### src/rtl/uart_rx_deserializer_if.sv
// Byte-stream port of the UART receiver: serial line in, valid/ready bytes and error pulses out.
interface uart_rx_deserializer_if;
   logic       rx;
   logic [7:0] rx_data;
   logic       rx_valid;
   logic       rx_ready;
   logic       frame_err;
   logic       overrun;
   logic       busy;

   modport master (
      input  rx, rx_ready,
      output rx_data, rx_valid, frame_err, overrun, busy
   );

   modport slave (
      output rx, rx_ready,
      input  rx_data, rx_valid, frame_err, overrun, busy
   );
endinterface

### src/rtl/uart_rx_deserializer.sv
// 8N1 UART receiver, mid-bit single sample; UART_RX_FIFO_EN selects a FIFO_DEPTH-entry FIFO over a one-byte holding register.
// Latency: byte valid the cycle after the stop-bit sample; rx edge seen 2 cycles late through the synchronizer.
// Backpressure: rx_valid/rx_ready; a byte completing into full storage is dropped with a one-cycle overrun pulse.
module uart_rx_deserializer #(
   parameter int CLK_FREQ_HZ = 100_000_000,
   parameter int BAUD_RATE   = 9600,
   parameter int FIFO_DEPTH  = 4
) (
   input  logic                   clk,
   input  logic                   resetn,
   uart_rx_deserializer_if.master bus
);
   localparam int CLKS_PER_BIT = CLK_FREQ_HZ / BAUD_RATE;
   localparam int TW           = $clog2(CLKS_PER_BIT);
   localparam logic [TW-1:0] BIT_RELOAD  = TW'(CLKS_PER_BIT - 1);
   localparam logic [TW-1:0] HALF_RELOAD = TW'(CLKS_PER_BIT / 2 - 1);

   if (CLKS_PER_BIT < 2) begin : g_bad_rate
      $error("uart_rx_deserializer: CLK_FREQ_HZ/BAUD_RATE must be at least 2");
   end
   if (FIFO_DEPTH < 2 || (FIFO_DEPTH & (FIFO_DEPTH - 1)) != 0) begin : g_bad_depth
      $error("uart_rx_deserializer: FIFO_DEPTH must be a power of 2 and at least 2");
   end

   typedef enum logic [2:0] {IDLE, START, DATA, STOP, BREAK} state_t;

   state_t        state;
   logic [TW-1:0] timer;
   logic [2:0]    bit_idx;
   logic [7:0]    shift_reg;
   logic          rx_meta, rx_s, rx_s_q;
   logic          busy_q, frame_err_q, overrun_q;
   logic          tick0, fall, push, pop, full;
   logic          valid_int;
   logic [7:0]    data_int;

   always_ff @(posedge clk) begin
      if (!resetn) begin
         rx_meta <= 1'b1;
         rx_s    <= 1'b1;
         rx_s_q  <= 1'b1;
      end else begin
         rx_meta <= bus.rx;
         rx_s    <= rx_meta;
         rx_s_q  <= rx_s;
      end
   end

   assign tick0 = (timer == '0);
   assign fall  = rx_s_q & ~rx_s;
   assign push  = (state == STOP) && tick0 && rx_s;
   assign pop   = valid_int && bus.rx_ready;

   always_ff @(posedge clk) begin
      if (!resetn) begin
         state       <= IDLE;
         timer       <= '0;
         bit_idx     <= '0;
         shift_reg   <= '0;
         busy_q      <= 1'b0;
         frame_err_q <= 1'b0;
      end else begin
         frame_err_q <= 1'b0;
         if (state != IDLE && !tick0) timer <= timer - TW'(1);
         case (state)
            IDLE: begin
               if (fall) begin
                  timer  <= HALF_RELOAD;
                  state  <= START;
                  busy_q <= 1'b1;
               end
            end
            START: begin
               if (tick0) begin
                  if (!rx_s) begin
                     timer   <= BIT_RELOAD;
                     bit_idx <= '0;
                     state   <= DATA;
                  end else begin
                     // Line was back high at mid start bit: treat as a glitch.
                     state  <= IDLE;
                     busy_q <= 1'b0;
                  end
               end
            end
            DATA: begin
               if (tick0) begin
                  shift_reg <= {rx_s, shift_reg[7:1]};
                  timer     <= BIT_RELOAD;
                  bit_idx   <= bit_idx + 3'd1;
                  if (bit_idx == 3'd7) state <= STOP;
               end
            end
            STOP: begin
               if (tick0) begin
                  state       <= rx_s ? IDLE : BREAK;
                  busy_q      <= ~rx_s;
                  frame_err_q <= ~rx_s;
               end
            end
            BREAK: begin
               // Hold off new frames until the line returns high.
               if (rx_s) begin
                  state  <= IDLE;
                  busy_q <= 1'b0;
               end
            end
            default: begin
               state  <= IDLE;
               busy_q <= 1'b0;
            end
         endcase
      end
   end

`ifdef UART_RX_FIFO_EN
   localparam int AW = $clog2(FIFO_DEPTH);

   logic [7:0]    mem [FIFO_DEPTH];
   logic [AW-1:0] wr_ptr, rd_ptr;
   logic [AW:0]   count;
   logic          wr_en;

   assign full  = (count == (AW + 1)'(FIFO_DEPTH));
   assign wr_en = push && (!full || pop);

   always_ff @(posedge clk) begin
      if (!resetn) begin
         for (int i = 0; i < FIFO_DEPTH; i++) mem[i] <= '0;
         wr_ptr    <= '0;
         rd_ptr    <= '0;
         count     <= '0;
         overrun_q <= 1'b0;
      end else begin
         overrun_q <= push && full && !pop;
         if (wr_en) begin
            mem[wr_ptr] <= shift_reg;
            wr_ptr      <= wr_ptr + AW'(1);
         end
         if (pop) rd_ptr <= rd_ptr + AW'(1);
         case ({wr_en, pop})
            2'b10:   count <= count + (AW + 1)'(1);
            2'b01:   count <= count - (AW + 1)'(1);
            default: count <= count;
         endcase
      end
   end

   assign valid_int = (count != '0);
   assign data_int  = mem[rd_ptr];
`else
   logic [7:0] hold_dat;
   logic       hold_vld;

   assign full = hold_vld;

   always_ff @(posedge clk) begin
      if (!resetn) begin
         hold_dat  <= '0;
         hold_vld  <= 1'b0;
         overrun_q <= 1'b0;
      end else begin
         overrun_q <= push && full && !pop;
         if (push && (!full || pop)) begin
            hold_dat <= shift_reg;
            hold_vld <= 1'b1;
         end else if (pop) begin
            hold_vld <= 1'b0;
         end
      end
   end

   assign valid_int = hold_vld;
   assign data_int  = hold_dat;
`endif

   assign bus.rx_valid  = valid_int;
   assign bus.rx_data   = data_int;
   assign bus.frame_err = frame_err_q;
   assign bus.overrun   = overrun_q;
   assign bus.busy      = busy_q;

endmodule

### src/flat_wrapper.sv
// flat-port wrapper written by rule: the top's interface ports become plain ports
module uart_rx_deserializer_flat 
#(
   parameter int CLK_FREQ_HZ = 100_000_000,
   parameter int BAUD_RATE   = 9600,
   parameter int FIFO_DEPTH  = 4
)
  (clk, resetn, bus_rx, bus_rx_ready, bus_rx_data, bus_rx_valid, bus_frame_err, bus_overrun, bus_busy);
  uart_rx_deserializer_if bus_i ();
  input  logic clk;
  input  logic resetn;
  input wire logic [$bits(bus_i.rx)-1:0] bus_rx;
  input wire logic [$bits(bus_i.rx_ready)-1:0] bus_rx_ready;
  output wire logic [$bits(bus_i.rx_data)-1:0] bus_rx_data;
  output wire logic [$bits(bus_i.rx_valid)-1:0] bus_rx_valid;
  output wire logic [$bits(bus_i.frame_err)-1:0] bus_frame_err;
  output wire logic [$bits(bus_i.overrun)-1:0] bus_overrun;
  output wire logic [$bits(bus_i.busy)-1:0] bus_busy;
  assign bus_i.rx = bus_rx;
  assign bus_i.rx_ready = bus_rx_ready;
  assign bus_rx_data = bus_i.rx_data;
  assign bus_rx_valid = bus_i.rx_valid;
  assign bus_frame_err = bus_i.frame_err;
  assign bus_overrun = bus_i.overrun;
  assign bus_busy = bus_i.busy;
  uart_rx_deserializer #(.CLK_FREQ_HZ(CLK_FREQ_HZ), .BAUD_RATE(BAUD_RATE), .FIFO_DEPTH(FIFO_DEPTH)) u_core (.clk(clk), .resetn(resetn), .bus(bus_i));
endmodule
### config.mk
export PLATFORM = sky130hd
export DESIGN_NAME = uart_rx_deserializer_flat
export DESIGN_NICKNAME = d
export VERILOG_FILES = /design/src/rtl/uart_rx_deserializer_if.sv /design/src/rtl/uart_rx_deserializer.sv /design/src/flat_wrapper.sv
export SDC_FILE = /design/constraint.sdc
export NUM_CORES = 1
export LEC_CHECK = 0
export ABC_AREA = 0
export CAP_MARGIN = 10
export CORE_MARGIN = 4
export CORE_UTILIZATION = 40
export DETAILED_ROUTE_END_ITERATION = 16
export PLACE_DENSITY = 0.69
export SETUP_SLACK_MARGIN = 0.1
export SYNTH_ARGS = -nofsm -noshare
export SYNTH_HDL_FRONTEND = slang
export SYNTH_SLANG_ARGS = --single-unit
### constraint.sdc
create_clock -name clk -period 3.3 [get_ports clk]
set_input_delay 0.33 -clock clk [delete_from_list [all_inputs] [get_ports clk]]
set_output_delay 0.33 -clock clk [all_outputs]
set_load 0.1 [all_outputs]
==> results.md, run 1 <==
- Status: finished, final reports clean
- Nets: 235
- Hold path cells: 1
- Post-Syn Instances: 215
- Final core utilization: 48.7%
- Worst-Skew Late Latency: 0.30 ns
- Reg2reg start: u_core.timer[11]
- Post-DP HPWL: 2540 µm
- P per Cell Area: 835 nW/µm²
- CTS clk-pin slew, worst paths: 0.09 ns
- Slew Limit Fails: 0
- Adder-cell share of the synthesized area: 1.96%
- Top post-synthesis cells by area: dfxtp_1 45%, nand2_1 5.3%, a21oi_1 5.0%
- Drt first-iter violations: 126
- Critical path fanouts, max: 8
- Worst-Margin Slew: 0.971 ns
- PortBufs: 15
- Synth Register Bits: 43
- Synth Area in Compound Gates: 12.4%
- Wirelength, routed: 3710 µm
- Drt wl/cell: 13.2 µm
- Area growth syn-to-layout: 14.6%
- Vias in the first global route: 1349
- Clock Tree Buf Depth: 2
- Hold path start: u_core.rx_meta
- Worst Hold Class: reg2reg
- # setup viols final: 0
- Nature of the critical path startpoint: register
- Post-synth top area cell: dfxtp_1
- Post-synth top cells: 43 x dfxtp_1, 27 x nand2_1, 23 x nor2_1, 19 x a21oi_1
- Static leakage power: 0.840 nW
- Core Region: 4500 µm²
- Netlist cell types: 44
- CTS Buf Count: 5
- Final Hold Violating Endpoints: 0
- Setup TNS: 0 ns
- Number of remaining DRC errors: 0
- Reg2Reg Depth: 5
- Num ports: 16
- Worst Skew: 0.00808 ns
- Post-synth EDFFs: 0
- Synth Area in Simple Gates: 28.2%
- R2R Setup Slk: 1.09 ns
- CP endpoint kind: register
- Yosys warnings: 0
- First-pass GRT wire length: 6290 µm
- Fin crit period: 2.21 ns
- Max-Slew Margin vs Limit: 35.1%
- DR vias: 1538
- Synthesized Nets: 222
- Initial antenna violation count: 0
- Sequential share of the synthesized area: 45.0%
- Tcrit/Tclk final: 66.9%
- Crit path kind: reg2reg
- H-tree depth: 2
- Clock sink total: 43
- Ys flop type: dfxtp_1
- Mux cell area share after synthesis: 4.18%
- CTS root buf: clkbuf_8
- Overall routing resource usage: 12.9%
- RSZ-0062 raised after global routing: false
- CTS tree: done
- Drt pass-1 iters: 4
- Top-area cell type share of the netlist area: 45.0%
- Fmax: 0.453 GHz
- Row count: 24
- Die X: 77.2 µm
- Largest family of logic cells by synthesized area: simple AND/OR/NAND/NOR gates
- Reg-to-Reg End: u_core.bus.rx_data[7]
- Top-count cell post-synth: dfxtp_1
- Crit path required time: 3.47 ns
- Die area: 5960 µm²
- Async S/R FF share, synth: 0%
- ANT nets after route: 0
- Vias per cell: 5.47
- Worst ir drop on vdd: 0.000384 V
- Pin count of the biggest net entering global routing: 24
- Post-Syn Area per Cell: 8.90 µm²
- XOR/XNOR share of the synthesized area: 4.12%
- Hold-critical path endpoint: u_core.rx_s
- Global placer's final weighted congestion: 0.829
- Initial Util: 42.5%
- Hold_buf cts: 0
- Layout cells sized above 1: 9.17%
- Post-CTS resize count: 0
- Global route overflow: 0
- Post-CTS Setup Inserts: 0
- Cell area after synthesis: 1910 µm²
- Max FFs per register: 14
- Die Ht: 77.2 µm
- Number of max-cap violations: 0
- Arr. time, crit path: 2.37 ns
- Antenna cells: 0
## final cells by class
type | count | area [µm²]
inverters | 3 | 11.3
clock inverters | 3 | 47.5
fillers | 445 | 2310
well taps | 52 | 65.1
repair buffers | 17 | 165
flip-flops and latches | 43 | 861
multi-input cells | 158 | 975
clock buffers | 5 | 68.8
## critical path: stages, from the launching register on
cell	delay, ns
dfxtp_1	0.35
nor4_1	0.55
and4b_2	0.32
nand4b_1	0.47
mux2i_1	0.32
nor2_1	0.05
## report_power, final
part | total, mW | internal (mW) | switching (mW)
logic | 0.729 | 0.303 | 0.426
clock network | 0.421 | 0.229 | 0.191
registers | 0.681 | 0.593 | 0.0877
total | 1.83 | 1.13 | 0.705
## metal layers
layer	GRT usage [%]	vias up	share of wire [%]
met1	17.4	721	48
met4	5.87	0	1.4
li1	-	779	-
met3	3.16	6	4.6
met2	19.3	32	46
met5	0	-	0
## layout by cell type, fill, tap and decap left out, types with 4 or more instances in the layout
cell,synthesis,layout
dfxtp_1,43,43
nand2b_1,5,5
clkbuf_8,1,5
xnor2_1,9,9
nor4_1,4,4
nand2_1,27,27
clkdlybuf4s50_1,0,15
a21oi_1,19,19
o21ai_0,6,6
nand3_1,4,4
nor2_1,23,23
nor3_1,9,9
mux2i_1,8,8
## how the worst max path moves through the flow
| stage | from | end | slack [ns] | depth (start not counted) |
|---|---|---|---|---|
| 3_5_place_dp | u_core.timer[0] | u_core.bus.rx_data[3] | 1.07 | 7 |
| 5_1_grt | u_core.timer[11] | u_core.bus.rx_data[1] | 0.86 | 5 |
| 2_1_floorplan | u_core.bus.rx_valid | u_core.bus.rx_data[0] | 1.23 | 5 |
| 6_report | u_core.timer[11] | u_core.bus.rx_data[7] | 1.09 | 5 |
| 3_3_place_gp | u_core.timer[0] | u_core.bus.rx_data[6] | 1.13 | 7 |
| 4_1_cts | u_core.timer[0] | u_core.bus.rx_data[3] | 1.06 | 7 |
## per-stage QoR
stage | hold WS [ns] | setup slack (ns) | instances | power, mW | area (µm²)
after floorplan | 0.386 | 1.23 | 215 | 1.31 | 1910
after global placement | 0.389 | 1.13 | 273 | 1.41 | 2080
after detailed placement | 0.397 | 1.07 | 273 | 1.41 | 2080
after CTS | 0.418 | 1.06 | 281 | 1.84 | 2190
after global routing | 0.430 | 0.856 | 281 | 1.97 | 2190
final | 0.414 | 1.09 | 281 | 1.83 | 2190
## kinds of logic (layout without fill, tap and decap cells)
| family | Yosys count | count (layout) |
|---|---|---|
| adder cells (fa/ha/maj) | 3 | 3 |
| AO/OA/AOI/OAI | 39 | 39 |
| AND/OR/NAND/NOR | 99 | 99 |
| flip-flops | 43 | 43 |
| multiplexers | 8 | 8 |
| buffers and inverters | 14 | 28 |
| XOR/XNOR | 9 | 9 |
No activity file was read; power rests on OpenSTA's default activity.
==> inputs of run 2 (changes only) <==
Clock period 3.3 ns to 2.1 ns, I/O delays scaled along.
==> run 2 against run 1 <==
Compared with the run above: sequential share of layout area fell by 1.6 points; die area did not move; sequential power rose by 54%; maximum frequency rose by 13%; non-clock buffer count rose by 16; final cell count rose by 5.7%; clock power rose by 24%; register-to-register slack got worse by 0.95 ns; routed wire length rose by 7.9%; combinational power rose by 110%.
==> results.md, run 2 (synthesis gave the netlist of run 1 again) <==
- Worst Skew: 0.00324 ns
- Drt first-iter violations: 133
- Pin count of the biggest net entering global routing: 24
- Clock Tree Buf Depth: 2
- Wirelength, routed: 4010 µm
- Commonest non-fill, non-tap cell in the layout: dfxtp_1
- PortBufs: 15
- Worst ir drop on vdd: 0.000494 V
- Vias per cell: 5.24
- Reg2reg start: u_core.timer[5]
- Hold path cells: 1
- Fmax: 0.510 GHz
- DR vias: 1557
- Critical path fanouts, max: 4
- Global route overflow: 0
- H-tree depth: 2
- Worst-Margin Slew: 0.830 ns
- Fill cells: 429
- R2R Setup Slk: 0.14 ns
- CTS root buf: clkbuf_8
- Initial antenna violation count: 0
- Post-DP HPWL: 2820 µm
- Nature of the critical path startpoint: register
- Die area: 5960 µm²
- Slew Limit Fails: 0
- Fin crit period: 1.96 ns
- Tcrit/Tclk final: 93.3%
- Hold_buf cts: 0
- Area growth syn-to-layout: 19.9%
- Layout cells sized above 1: 22.9%
- Global placer's final weighted congestion: 0.825
- Crit path required time: 2.29 ns
- Max FFs per register: 14
- P per Cell Area: 1360 nW/µm²
- # setup viols final: 0
- Final Hold Violating Endpoints: 0
- Antenna cells: 0
- Reg2Reg Depth: 5
- First-pass GRT wire length: 6850 µm
- Number of max-cap violations: 0
- Num ports: 16
- Overall routing resource usage: 14.2%
- CP endpoint kind: register
- CTS tree: done
- Worst Hold Class: reg2reg
- Hold-critical path endpoint: u_core.rx_s
- Setup TNS: 0 ns
- Worst-Skew Late Latency: 0.30 ns
- CTS Buf Count: 5
- Status: finished, final reports clean
- Number of remaining DRC errors: 0
- Leading cell types in the layout, fill and taps excluded: 41 x dfxtp_1, 29 x buf_4, 27 x nand2_1
- Core Region: 4500 µm²
- Arr. time, crit path: 2.15 ns
- RSZ-0062 raised after global routing: true
- Reg area: 863 µm²
- Nets: 251
- Multi-input logic area: 1010 µm²
- Static leakage power: 0.925 nW
- Die X: 77.2 µm
- CTS clk-pin slew, worst paths: 0.08 ns
- Vias in the first global route: 1440
- Row count: 24
- Clock sink total: 43
- Total Power: 3.12 mW
- Final core utilization: 51.0%
- Crit path kind: reg2reg
- Hold path start: u_core.rx_meta
- ANT nets after route: 0
- Max-Slew Margin vs Limit: 43.2%
- Drt wl/cell: 13.5 µm
- Die Ht: 77.2 µm
- Drt pass-1 iters: 4
- Reg-to-Reg End: u_core.timer[10]
- Initial Util: 42.5%
-- run 2: cell count changes in the layout (fill, tap and decap cells not counted), sizes merged --
cell / before / now
buf: 2 / 30
clkdlybuf4s50: 15 / 3
inv: 4 / 3
clkbuf: 5 / 6
clkinvlp: 0 / 1
bufinv: 1 / 0
-- run 2: layer usage --
metal	track usage [%]	wire (µm)	vias up	share of wire, %
met4	5.87	70	0	1.7
li1	-	-	812	-
met3	3.28	157	6	3.9
met1	19.2	1930	706	48
met2	21.8	1850	33	46
met5	0	0	-	0
-- run 2: critical path, stage by stage (launching register included) --
cell	delay (ns)
dfxtp_2	0.35
or4_4	0.55
or4_4	0.55
nor4_4	0.16
xnor2_1	0.17
a21oi_2	0.07
-- run 2: repair_timing --
| item | CTS | global route |
|---|---|---|
| resized for setup | 2 | 9 |
| setup buffers | 2 | 1 |
| setup endpoints to repair | 11 | 33 |
-- run 2: how the worst max path moves through the flow --
stage	from	to	slack [ns]	depth (start not counted)
after floorplan	u_core.timer[5]	u_core.timer[10]	0.22	5
after detailed placement	u_core.timer[0]	u_core.timer[0]	0.07	7
final	u_core.timer[5]	u_core.timer[10]	0.14	5
after global placement	u_core.timer[0]	u_core.timer[0]	0.11	7
after CTS	u_core.timer[0]	u_core.bus.rx_data[7]	0.11	8
after global routing	u_core.timer[0]	u_core.bus.rx_data[5]	0.07	8
-- run 2: layout make-up --
class,instances,share of cell area (%)
inverters,3,0.490
repair buffers,33,11.3
clock buffers,6,3.16
clock inverters,2,0.545
well taps,52,2.83
multi-input cells,158,44.1
flip-flops and latches,43,37.6
-- run 2: power breakdown --
part | total, mW | switching, mW | internal, mW
registers | 1.05 | 0.116 | 0.934
clock network | 0.522 | 0.289 | 0.233
logic | 1.55 | 0.816 | 0.733
total | 3.12 | 1.22 | 1.90
-- run 2: metrics by stage --
step                instance area [µm²]  instances  hold slack, ns  setup WS (ns)
floorplan                          1920        215           0.311          0.217
global placement                   2150        286           0.390          0.114
detailed placement                 2150        286           0.397         0.0678
CTS                                2250        296           0.416          0.112
global route                       2300        297           0.428         0.0747
finish                             2300        297           0.414          0.141
